## config.mk

```make
export PLATFORM = sky130hd
export DESIGN_NAME = mic1_microsequencer_flat
export DESIGN_NICKNAME = d
export VERILOG_FILES = /design/src/rtl/mic1_microsequencer_if.sv /design/src/rtl/mic1_microsequencer.sv /design/src/flat_wrapper.sv
export SDC_FILE = /design/constraint.sdc
export NUM_CORES = 1
export LEC_CHECK = 0
export ABC_AREA = 0
export CORE_ASPECT_RATIO = 1.4
export CORE_MARGIN = 2
export CORE_UTILIZATION = 40
export CTS_CLUSTER_DIAMETER = 40
export CTS_CLUSTER_SIZE = 12
export DETAILED_ROUTE_END_ITERATION = 8
export PLACE_DENSITY = 0.87
export RECOVER_POWER = 100
export SETUP_SLACK_MARGIN = 0.05
export SLEW_MARGIN = 40
export SYNTH_ARGS = -nofsm -noshare
export SYNTH_HDL_FRONTEND = slang
export SYNTH_SLANG_ARGS = --single-unit
```

## constraint.sdc

```tcl
create_clock -name clk -period 1.35 [get_ports clk]
set_input_delay 0.27 -clock clk [delete_from_list [all_inputs] [get_ports clk]]
set_output_delay 0.27 -clock clk [all_outputs]
set_load 0.03 [all_outputs]
```

## src/rtl/mic1_microsequencer_if.sv

```systemverilog
// mic1_microsequencer_if
//   Bundles the microsequencer's MIR fields, ULA status, memory handshake and
//   sequencer status outputs.
//   master : control store / datapath side (drives MIR fields, ULA flags, MBR,
//            mem_ready; observes mpc/exec/flags/status)
//   slave  : the microsequencer itself
//   When MIC1_SEQ_STEP_EN is defined the bundle also carries step_mode/step.
interface mic1_microsequencer_if #(
    parameter int ADDR_W = 9
);
    logic [ADDR_W-1:0] next_addr;   // MIR NEXT_ADDRESS
    logic              jmpc;        // MIR JMPC
    logic              jamn;        // MIR JAMN
    logic              jamz;        // MIR JAMZ
    logic              mem_req;     // MIR read/fetch bit
    logic              alu_n;       // ULA N
    logic              alu_z;       // ULA Z
    logic [7:0]        mbr;         // opcode byte for JMPC
    logic              mem_ready;   // memory data valid
    logic [ADDR_W-1:0] mpc;         // current control-store address
    logic              exec;        // microinstruction commits this cycle
    logic              n_flag;      // latched N
    logic              z_flag;      // latched Z
    logic              halted;      // sequencer stopped
    logic              mem_fault;   // sticky memory timeout
`ifdef MIC1_SEQ_STEP_EN
    logic              step_mode;   // single-step mode enable
    logic              step;        // commit strobe while single-stepping
`endif

    modport master (
        output next_addr, jmpc, jamn, jamz, mem_req, alu_n, alu_z, mbr, mem_ready,
`ifdef MIC1_SEQ_STEP_EN
        output step_mode, step,
`endif
        input  mpc, exec, n_flag, z_flag, halted, mem_fault
    );

    modport slave (
        input  next_addr, jmpc, jamn, jamz, mem_req, alu_n, alu_z, mbr, mem_ready,
`ifdef MIC1_SEQ_STEP_EN
        input  step_mode, step,
`endif
        output mpc, exec, n_flag, z_flag, halted, mem_fault
    );
endinterface

```

## src/rtl/mic1_microsequencer.sv

```systemverilog
// mic1_microsequencer
//   MIC-1 microprogram sequencer. Owns the MPC and forms the next
//   control-store address from NEXT_ADDRESS, the JAMN/JAMZ/JMPC bits, the ULA
//   N/Z outputs and MBR. Stalls while a memory read/fetch is outstanding and
//   stops for good at HALT_ADDR (or on a memory timeout).
// Ports
//   clk    : rising-edge clock
//   rst_n  : asynchronous active-low reset
//   bus    : mic1_microsequencer_if.slave (MIR fields, ULA flags, MBR,
//            mem_ready in; mpc, exec, n_flag, z_flag, halted, mem_fault out)
// Optional feature
//   MIC1_SEQ_STEP_EN : adds step_mode/step; with step_mode=1 the RUN state
//   only commits on cycles where step=1.
module mic1_microsequencer #(
    parameter int              ADDR_W      = 9,
    parameter logic [ADDR_W-1:0] RESET_ADDR = '0,
    parameter logic [ADDR_W-1:0] HALT_ADDR  = {ADDR_W{1'b1}},
    parameter int              MEM_TIMEOUT = 16
) (
    input  logic clk,
    input  logic rst_n,
    mic1_microsequencer_if.slave bus
);
    // Counter only needs to reach MEM_TIMEOUT-1; with no timeout it simply wraps.
    localparam int CNT_W = (MEM_TIMEOUT > 2) ? $clog2(MEM_TIMEOUT) : 1;
    localparam bit HAS_TIMEOUT = (MEM_TIMEOUT != 0);

    typedef enum logic [1:0] {RUN, WAIT_MEM, HALT} state_t;

    state_t            stateReg, stateNext;
    logic [ADDR_W-1:0] mpcReg, mpcNext;
    logic              nReg, nNext;
    logic              zReg, zNext;
    logic              faultReg, faultNext;
    logic [CNT_W-1:0]  cntReg, cntNext;
    logic [ADDR_W-1:0] naWord;
    logic              stepOk;
    logic              timeoutHit;
    logic              execNow;

    // Next-address formation is pure OR: JAM bits can only set the top bit,
    // JMPC ORs the opcode into the low byte.
    always_comb begin
        naWord = bus.next_addr;
        naWord[ADDR_W-1] = bus.next_addr[ADDR_W-1]
                         | (bus.jamn & bus.alu_n)
                         | (bus.jamz & bus.alu_z);
        if (bus.jmpc) begin
            naWord[7:0] = bus.next_addr[7:0] | bus.mbr;
        end
    end

`ifdef MIC1_SEQ_STEP_EN
    assign stepOk = ~bus.step_mode | bus.step;
`else
    assign stepOk = 1'b1;
`endif

    assign timeoutHit = HAS_TIMEOUT && (cntReg == CNT_W'(MEM_TIMEOUT - 1));

    always_comb begin
        stateNext = stateReg;
        mpcNext   = mpcReg;
        nNext     = nReg;
        zNext     = zReg;
        faultNext = faultReg;
        cntNext   = cntReg;
        execNow   = 1'b0;
        case (stateReg)
            RUN: begin
                if (stepOk) begin
                    execNow = 1'b1;
                    mpcNext = naWord;
                    nNext   = bus.alu_n;
                    zNext   = bus.alu_z;
                    // Halt wins over a memory request in the same microinstruction.
                    if (naWord == HALT_ADDR) begin
                        stateNext = HALT;
                    end else if (bus.mem_req) begin
                        stateNext = WAIT_MEM;
                        cntNext   = '0;
                    end
                end
            end
            WAIT_MEM: begin
                cntNext = cntReg + 1'b1;
                // Data arriving on the last allowed cycle still counts as success.
                if (bus.mem_ready) begin
                    stateNext = RUN;
                end else if (timeoutHit) begin
                    stateNext = HALT;
                    faultNext = 1'b1;
                end
            end
            HALT: begin
            end
            default: begin
                stateNext = HALT;
            end
        endcase
    end

    always_ff @(posedge clk or negedge rst_n) begin
        if (!rst_n) begin
            stateReg <= RUN;
            mpcReg   <= RESET_ADDR;
            nReg     <= 1'b0;
            zReg     <= 1'b0;
            faultReg <= 1'b0;
            cntReg   <= '0;
        end else begin
            stateReg <= stateNext;
            mpcReg   <= mpcNext;
            nReg     <= nNext;
            zReg     <= zNext;
            faultReg <= faultNext;
            cntReg   <= cntNext;
        end
    end

    assign bus.mpc       = mpcReg;
    assign bus.exec      = execNow;
    assign bus.n_flag    = nReg;
    assign bus.z_flag    = zReg;
    assign bus.halted    = (stateReg == HALT);
    assign bus.mem_fault = faultReg;
endmodule

```

## src/flat_wrapper.sv

```systemverilog
// flat-port wrapper written by rule: the top's interface ports become plain ports
module mic1_microsequencer_flat 
#(
    parameter int              ADDR_W      = 9,
    parameter logic [ADDR_W-1:0] RESET_ADDR = '0,
    parameter logic [ADDR_W-1:0] HALT_ADDR  = {ADDR_W{1'b1}},
    parameter int              MEM_TIMEOUT = 16
)
  (clk, rst_n, bus_next_addr, bus_jmpc, bus_jamn, bus_jamz, bus_mem_req, bus_alu_n, bus_alu_z, bus_mbr, bus_mem_ready, bus_mpc, bus_exec, bus_n_flag, bus_z_flag, bus_halted, bus_mem_fault);
  mic1_microsequencer_if #(.ADDR_W(ADDR_W)) bus_i ();
  input  logic clk;
  input  logic rst_n;
  input wire logic [$bits(bus_i.next_addr)-1:0] bus_next_addr;
  input wire logic [$bits(bus_i.jmpc)-1:0] bus_jmpc;
  input wire logic [$bits(bus_i.jamn)-1:0] bus_jamn;
  input wire logic [$bits(bus_i.jamz)-1:0] bus_jamz;
  input wire logic [$bits(bus_i.mem_req)-1:0] bus_mem_req;
  input wire logic [$bits(bus_i.alu_n)-1:0] bus_alu_n;
  input wire logic [$bits(bus_i.alu_z)-1:0] bus_alu_z;
  input wire logic [$bits(bus_i.mbr)-1:0] bus_mbr;
  input wire logic [$bits(bus_i.mem_ready)-1:0] bus_mem_ready;
  output wire logic [$bits(bus_i.mpc)-1:0] bus_mpc;
  output wire logic [$bits(bus_i.exec)-1:0] bus_exec;
  output wire logic [$bits(bus_i.n_flag)-1:0] bus_n_flag;
  output wire logic [$bits(bus_i.z_flag)-1:0] bus_z_flag;
  output wire logic [$bits(bus_i.halted)-1:0] bus_halted;
  output wire logic [$bits(bus_i.mem_fault)-1:0] bus_mem_fault;
  assign bus_i.next_addr = bus_next_addr;
  assign bus_i.jmpc = bus_jmpc;
  assign bus_i.jamn = bus_jamn;
  assign bus_i.jamz = bus_jamz;
  assign bus_i.mem_req = bus_mem_req;
  assign bus_i.alu_n = bus_alu_n;
  assign bus_i.alu_z = bus_alu_z;
  assign bus_i.mbr = bus_mbr;
  assign bus_i.mem_ready = bus_mem_ready;
  assign bus_mpc = bus_i.mpc;
  assign bus_exec = bus_i.exec;
  assign bus_n_flag = bus_i.n_flag;
  assign bus_z_flag = bus_i.z_flag;
  assign bus_halted = bus_i.halted;
  assign bus_mem_fault = bus_i.mem_fault;
  mic1_microsequencer #(.ADDR_W(ADDR_W), .RESET_ADDR(RESET_ADDR), .HALT_ADDR(HALT_ADDR), .MEM_TIMEOUT(MEM_TIMEOUT)) u_core (.clk(clk), .rst_n(rst_n), .bus(bus_i));
endmodule
```

==> results of run 1 <==
-- what timing repair did --
action	CTS	global route
setup endpoints to repair	19	22
pin swaps	3	5
setup buffers	4	1
resized for setup	44	21
-- layout by cell type (no fill, tap or decap), drive strengths merged, types with 3 or more instances in the layout --
cell type | Yosys | final
a21oi | 18 | 18
buf | 1 | 11
clkbuf | 2 | 11
clkdlybuf4s15 | 0 | 6
clkdlybuf4s50 | 0 | 9
dfrtp | 18 | 18
dlygate4sd2 | 0 | 10
dlymetal6s2s | 0 | 6
mux2 | 3 | 3
nand2 | 3 | 3
nand4 | 3 | 3
nor2 | 14 | 14
o21bai | 3 | 3
o22ai | 4 | 4
-- sequential cells by signal, summed over array words and instances, names as in the netlist --
register / count
u_core.bus.n_flag: 1
u_core.cntReg: 4
u_core.bus.mpc: 9
u_core.stateReg: 2
u_core.bus.z_flag: 1
u_core.bus.mem_fault: 1
-- critical path, stage by stage, from the launching register on --
cell and delay, ps:
dfrtp_2 450, nor2_2 120, buf_4 130, buf_6 120
-- stage by stage --
stage | instances | hold slack (ps) | power, uW | util (%) | setup WS (ps)
6_report | 157 | 352 | 2810 | 70.5 | -39.8
3_5_place_dp | 148 | 456 | 2380 | 64.7 | -350
4_1_cts | 156 | 308 | 2730 | 68.9 | 6.13
3_3_place_gp | 148 | 445 | 2330 | 64.7 | -310
5_1_grt | 157 | 365 | 2960 | 70.5 | -71.4
2_1_floorplan | 86 | -25.6 | 1750 | - | 66.5
-- kinds of logic (layout without fill, tap and decap cells) --
kind of cell,count (synthesis),count (layout),share of synthesized area (%)
DFF,18,18,52.6
adders and majority gates,1,1,1.46
xor gates and xnor gates,1,1,1.02
AOI/OAI and AO/OA,32,32,22.7
and+or+nand+nor,27,27,16.4
buffers and inverters,4,54,1.90
muxes,3,3,3.95
-- routing by layer --
metal  GRT usage [%]  up-vias  share of wire [%]
met5               0        -                  0
met4            10.8        0                3.5
met3            2.15        8                4.9
met2            35.6       33                 57
met1            21.6      425                 35
li1                -      417                  -
-- power by group through the flow --
stage | Sequential [uW] | Combinational, uW | Clock (uW)
after floorplan | 1210 | 542 | 0
after detailed placement | 934 | 1450 | 0
after global placement | 918 | 1420 | 0
after CTS | 913 | 1490 | 334
after global routing | 950 | 1660 | 356
final | 919 | 1550 | 341
-- cell type report --
type	count	share of cell area, %
Sequential cell	18	32.1
Inverter	1	0.267
Timing Repair Buffer	49	31.6
Clock buffer	4	2.58
Tap cell	21	1.87
Multi-Input combinational cell	64	31.6
-- cell usage after synthesis, drive strengths merged --
master,instances
a21o,2
a21oi,18
a221o,1
a31oi,1
a41oi,1
and2b,1
buf,1
clkbuf,2
dfrtp,18
ha,1
inv,1
mux2,3
nand2,3
nand2b,2
nand3,2
nand4,3
nor2,14
nor2b,1
nor4,1
o21ai,2
o21bai,3
o22ai,4
xor2,1
-- worst paths after layout --
path	slack, ps	endpoint
min in group asynchronous	550	u_core.cntReg[3]
setup / recovery	-40	bus_exec
max in group asynchronous	170	u_core.stateReg[0]
hold reg to reg	480	u_core.bus.mem_fault
setup reg to reg	30	u_core.bus.n_flag
hold / removal	350	u_core.bus.mpc[4]
==> results.yml, run 1 <==
sta:
  finalCriticalPeriod_ps: 1390
  skew_ps: 1.44
  tightest_slew_ps: 948
  fin_crit_sh_pct: 103
  final_max_slew_viol_count: 0
  slew_headroom_pct: 36.8
  setup_slack_ps: -39.8
  rsz0062_at_grt: "true"
  tns_ps: -39.8
  final_hold_viol_count: 0
  max_freq_ghz: 0.720
  setup_viol: 1
drt:
  viasPerCell: 5.62
  drc: 0
  num_vias: 883
  drt_iter0_markers: 22
  wl_per_cell_um: 17.3
  drt-total-wl_mm: 2.72
  antenna_left: 0
  dr.pass1.iters: 4
grt:
  grt_pass1_vias: 876
  grt-ovfl-total: 0
  grtUsageTotal_pct: 19.5
  grt_first_pass_wirelength_mm: 3.68
  antenna_found_initial: 0
  grt_max_degree: 19
synth:
  synthesis.area_um2: 856
  synth_area_leader_cell: "dfrtp_1"
  ys_types: 24
  yosysWarnings: 0
  synthTopCellsByArea: "dfrtp_1, a21oi_1, nor2_1"
  synth.top_cell.area_share_pct: 52.6
  synth_fp_nets: 113
  seq_area_frac_synth_pct: 52.6
  synthCells: 86
  synth-seq-cells: 18
  syn_area_per_cell_um2: 9.95
clock_tree:
  cts-root-buf: "clkbuf_4"
  clock-sinks: 18
  insertion_delay_ps: 300
  cts_tree: "yes"
  path_clk_slew_ps: 100
  clockBufferDepth: 2
  postCtsHoldBufs: 0
  numCtsBuffers: 3
  htree_levels: 1
pwr:
  power.net_switching_uw: 1220
  clkPwrFrac_pct: 12.1
  p_sw_share_pct: 43.3
  pwr-share-seq_pct: 32.7
  p_leak_uw: 0.000672
  ir_drop_uv: 1420
  pwr-share-comb_pct: 55.2
  internal_power_uw: 1590
  power.density_nw_per_um2: 2000
cells_and_area:
  multiInputGateArea_um2: 445
  diodes: 0
  num-fill-cells: 159
  final_nets: 164
  layout-drive-gt1-share_pct: 30.9
  postLayoutCellArea_um2: 1410
  regArea_um2: 452
  area_delta_synth_final_pct: 64.5
floorplanning:
  die_w_um: 43.1
  num_rows: 19
  dieHeight_um: 58.7
  coreArea_um2: 2000
  initial_core_util_pct: 42.9
  ios: 40
  die_area_um2: 2530
setup_path:
  required_ps: 1080
  start_kind: "flip-flop"
  rr_startpoint: "u_core.stateReg[0]"
  arrival_ps: 1120
  path_class: "flip-flop to output port"
  crit_path_max_fanout: 4
  endpoint_kind: "output port"
  rr_worst_depth: 4
  cp-startpoint: "u_core.stateReg[0]"
hold_path:
  hp-class: "input pin to flip-flop"
  holdPathStages: 3
  worstHoldStart: "bus_mbr[4]"
placed_design:
  hpwl_mm: 1.75
  port_buffers: 39
  post_dp_cell_area_um2: 1290
  place.gp.congestion: 0.814
outcome:
  violations: "negative setup slack"
  status: "finished, violations left"
run:
  max-cap-violations: 0
No activity file was read; power rests on OpenSTA's default activity.
==> inputs of run 2 (changes only) <==
--- a/config.mk
+++ b/config.mk
@@ -9,10 +9,9 @@
 export CORE_ASPECT_RATIO = 1.4
 export CORE_MARGIN = 2
 export CORE_UTILIZATION = 40
-export CTS_CLUSTER_DIAMETER = 40
 export CTS_CLUSTER_SIZE = 12
 export DETAILED_ROUTE_END_ITERATION = 8
-export PLACE_DENSITY = 0.87
+export PLACE_DENSITY = 0.78
 export RECOVER_POWER = 100
 export SETUP_SLACK_MARGIN = 0.05
 export SLEW_MARGIN = 40
==> results.yml, run 2 (synthesis gave the netlist of run 1 again) <==
cells_and_area:
  regArea_um2: 452
  diodes: 0
  layout-drive-gt1-share_pct: 24.6
  final_cell_mix: "a21oi_1, dfrtp_1, dlygate4sd2_1, nor2_1, clkbuf_1"
  largest_reg_flops: 9
  multiInputGateArea_um2: 448
  final_nets: 167
  num-fill-cells: 170
  layout_commonest_cell: "a21oi_1"
  postLayoutCellArea_um2: 1350
  area_delta_synth_final_pct: 57.7
drt:
  drt_iter0_markers: 11
  antenna_left: 0
  drc: 0
  wl_per_cell_um: 15.5
  dr.pass1.iters: 4
  drt-total-wl_mm: 2.47
  viasPerCell: 5.60
  num_vias: 891
grt:
  grt_first_pass_wirelength_mm: 3.99
  grt-ovfl-total: 0
  grt_pass1_vias: 924
  grtUsageTotal_pct: 21.4
  grt_max_degree: 19
  antenna_found_initial: 0
clock_tree:
  cts_tree: "yes"
  path_clk_slew_ps: 90
  postCtsHoldBufs: 0
  clockBufferDepth: 2
  numCtsBuffers: 3
  cts-root-buf: "clkbuf_4"
  clock-sinks: 18
  htree_levels: 1
  insertion_delay_ps: 290
floorplanning:
  initial_core_util_pct: 42.9
  die_area_um2: 2530
  ios: 40
  num_rows: 19
  coreArea_um2: 2000
  die_w_um: 43.1
  dieHeight_um: 58.7
pwr:
  internal_power_uw: 1440
  pwr-share-comb_pct: 55.5
  fin_total_pwr_uw: 2640
  power.density_nw_per_um2: 1950
  p_leak_uw: 0.000609
  power.net_switching_uw: 1190
  clkPwrFrac_pct: 9.9
  pwr-share-seq_pct: 34.6
  p_sw_share_pct: 45.3
  ir_drop_uv: 1710
setup_path:
  path_cells: "nor2_2 > buf_6 > buf_6"
  rr_startpoint: "u_core.stateReg[1]"
  start_kind: "flip-flop"
  cp_common_cell: "buf_6"
  arrival_ps: 1040
  cp_slowest_cell: "dfrtp_2"
  slowest_delay_ps: 430
  endpoint_kind: "output port"
  path_class: "flip-flop to output port"
  crit_path_max_fanout: 3
  cp-startpoint: "u_core.stateReg[0]"
  required_ps: 1080
  cp_top_family: "flip-flops"
  cp_num_buf_inv: 2
sta:
  setup_slack_ps: 35.2
  finalCriticalPeriod_ps: 1310
  whs_ps: 381
  final_hold_viol_count: 0
  max_freq_ghz: 0.761
  tns_ps: 0
  final_max_slew_viol_count: 0
  slew_headroom_pct: 71.0
  tightest_slew_ps: 435
  skew_ps: 4.31
  rsz0062_at_grt: "true"
  setup_viol: 0
  fin_crit_sh_pct: 97.4
placed_design:
  hpwl_mm: 1.84
  place.gp.congestion: 0.876
  port_buffers: 39
  post_dp_cell_area_um2: 1320
  dpl_worst_slack_ps: -387
run:
  max-cap-violations: 0
hold_path:
  hp-class: "input pin to flip-flop"
  worstHoldStart: "bus_mbr[6]"
outcome:
  status: "finished clean"
-- run 2: changes by cell type in the layout (fill, tap and decap cells not counted), sizes merged --
cell           before  now
buf                11   12
clkbuf             11   18
clkdlybuf4s15       6    0
clkdlybuf4s50       9    8
dlygate4sd2        10   14
dlygate4sd3         0    1
dlymetal6s2s        6    2
-- run 2: worst paths after layout --
| kind | end | slack, ps | cells after the start |
|---|---|---|---|
| worst max register to register | u_core.cntReg[2] | 80 | 5 |
| worst min register to register | u_core.bus.mem_fault | 460 | 1 |
| min in group asynchronous | u_core.bus.n_flag | 440 | 2 |
| worst max-delay path | bus_exec | 40 | 3 |
| worst min-delay path | u_core.bus.mpc[6] | 380 | 3 |
| max in group asynchronous | u_core.stateReg[0] | 580 | 2 |
-- run 2: area by class of cell --
cell class	count	share of cell area, %
tap	21	1.95
clock buffer	3	1.67
timing repair buffer	52	29.5
multi-input combinational	64	33.2
inverter	1	0.278
sequential	18	33.5
-- run 2: power by group through the flow --
stage	Combinational, uW	Sequential [uW]	Clock (uW)
after floorplan	542	1210	0
after global placement	1430	923	0
after detailed placement	1470	935	0
after CTS	1550	913	268
after global routing	1570	942	289
final	1460	912	260
-- run 2: timing repair --
item / CTS / global route
endpoints found under the setup margin: 20 / 15
resized for setup: 57 / 9
setup buffers: 3 / 2
pin swaps: 3 / 6
-- run 2: through the flow --
step | util (%) | std cells
global route | 67.6 | 159
floorplan | - | 86
detailed placement | 65.9 | 151
finish | 67.6 | 159
global placement | 65.9 | 151
CTS | 70.2 | 157
-- run 2: worst min-delay path, cell delays in order --
cell and delay (ps):
dlymetal6s2s_1 120, a21oi_1 100, a21oi_1 150
-- run 2: metal layers --
layer / global-route usage [%] / share of wire (%)
met2: 38.2 / 54
met4: 15.6 / 3.7
met1: 21.8 / 36
met5: 0 / 0
met3: 3.68 / 6.1
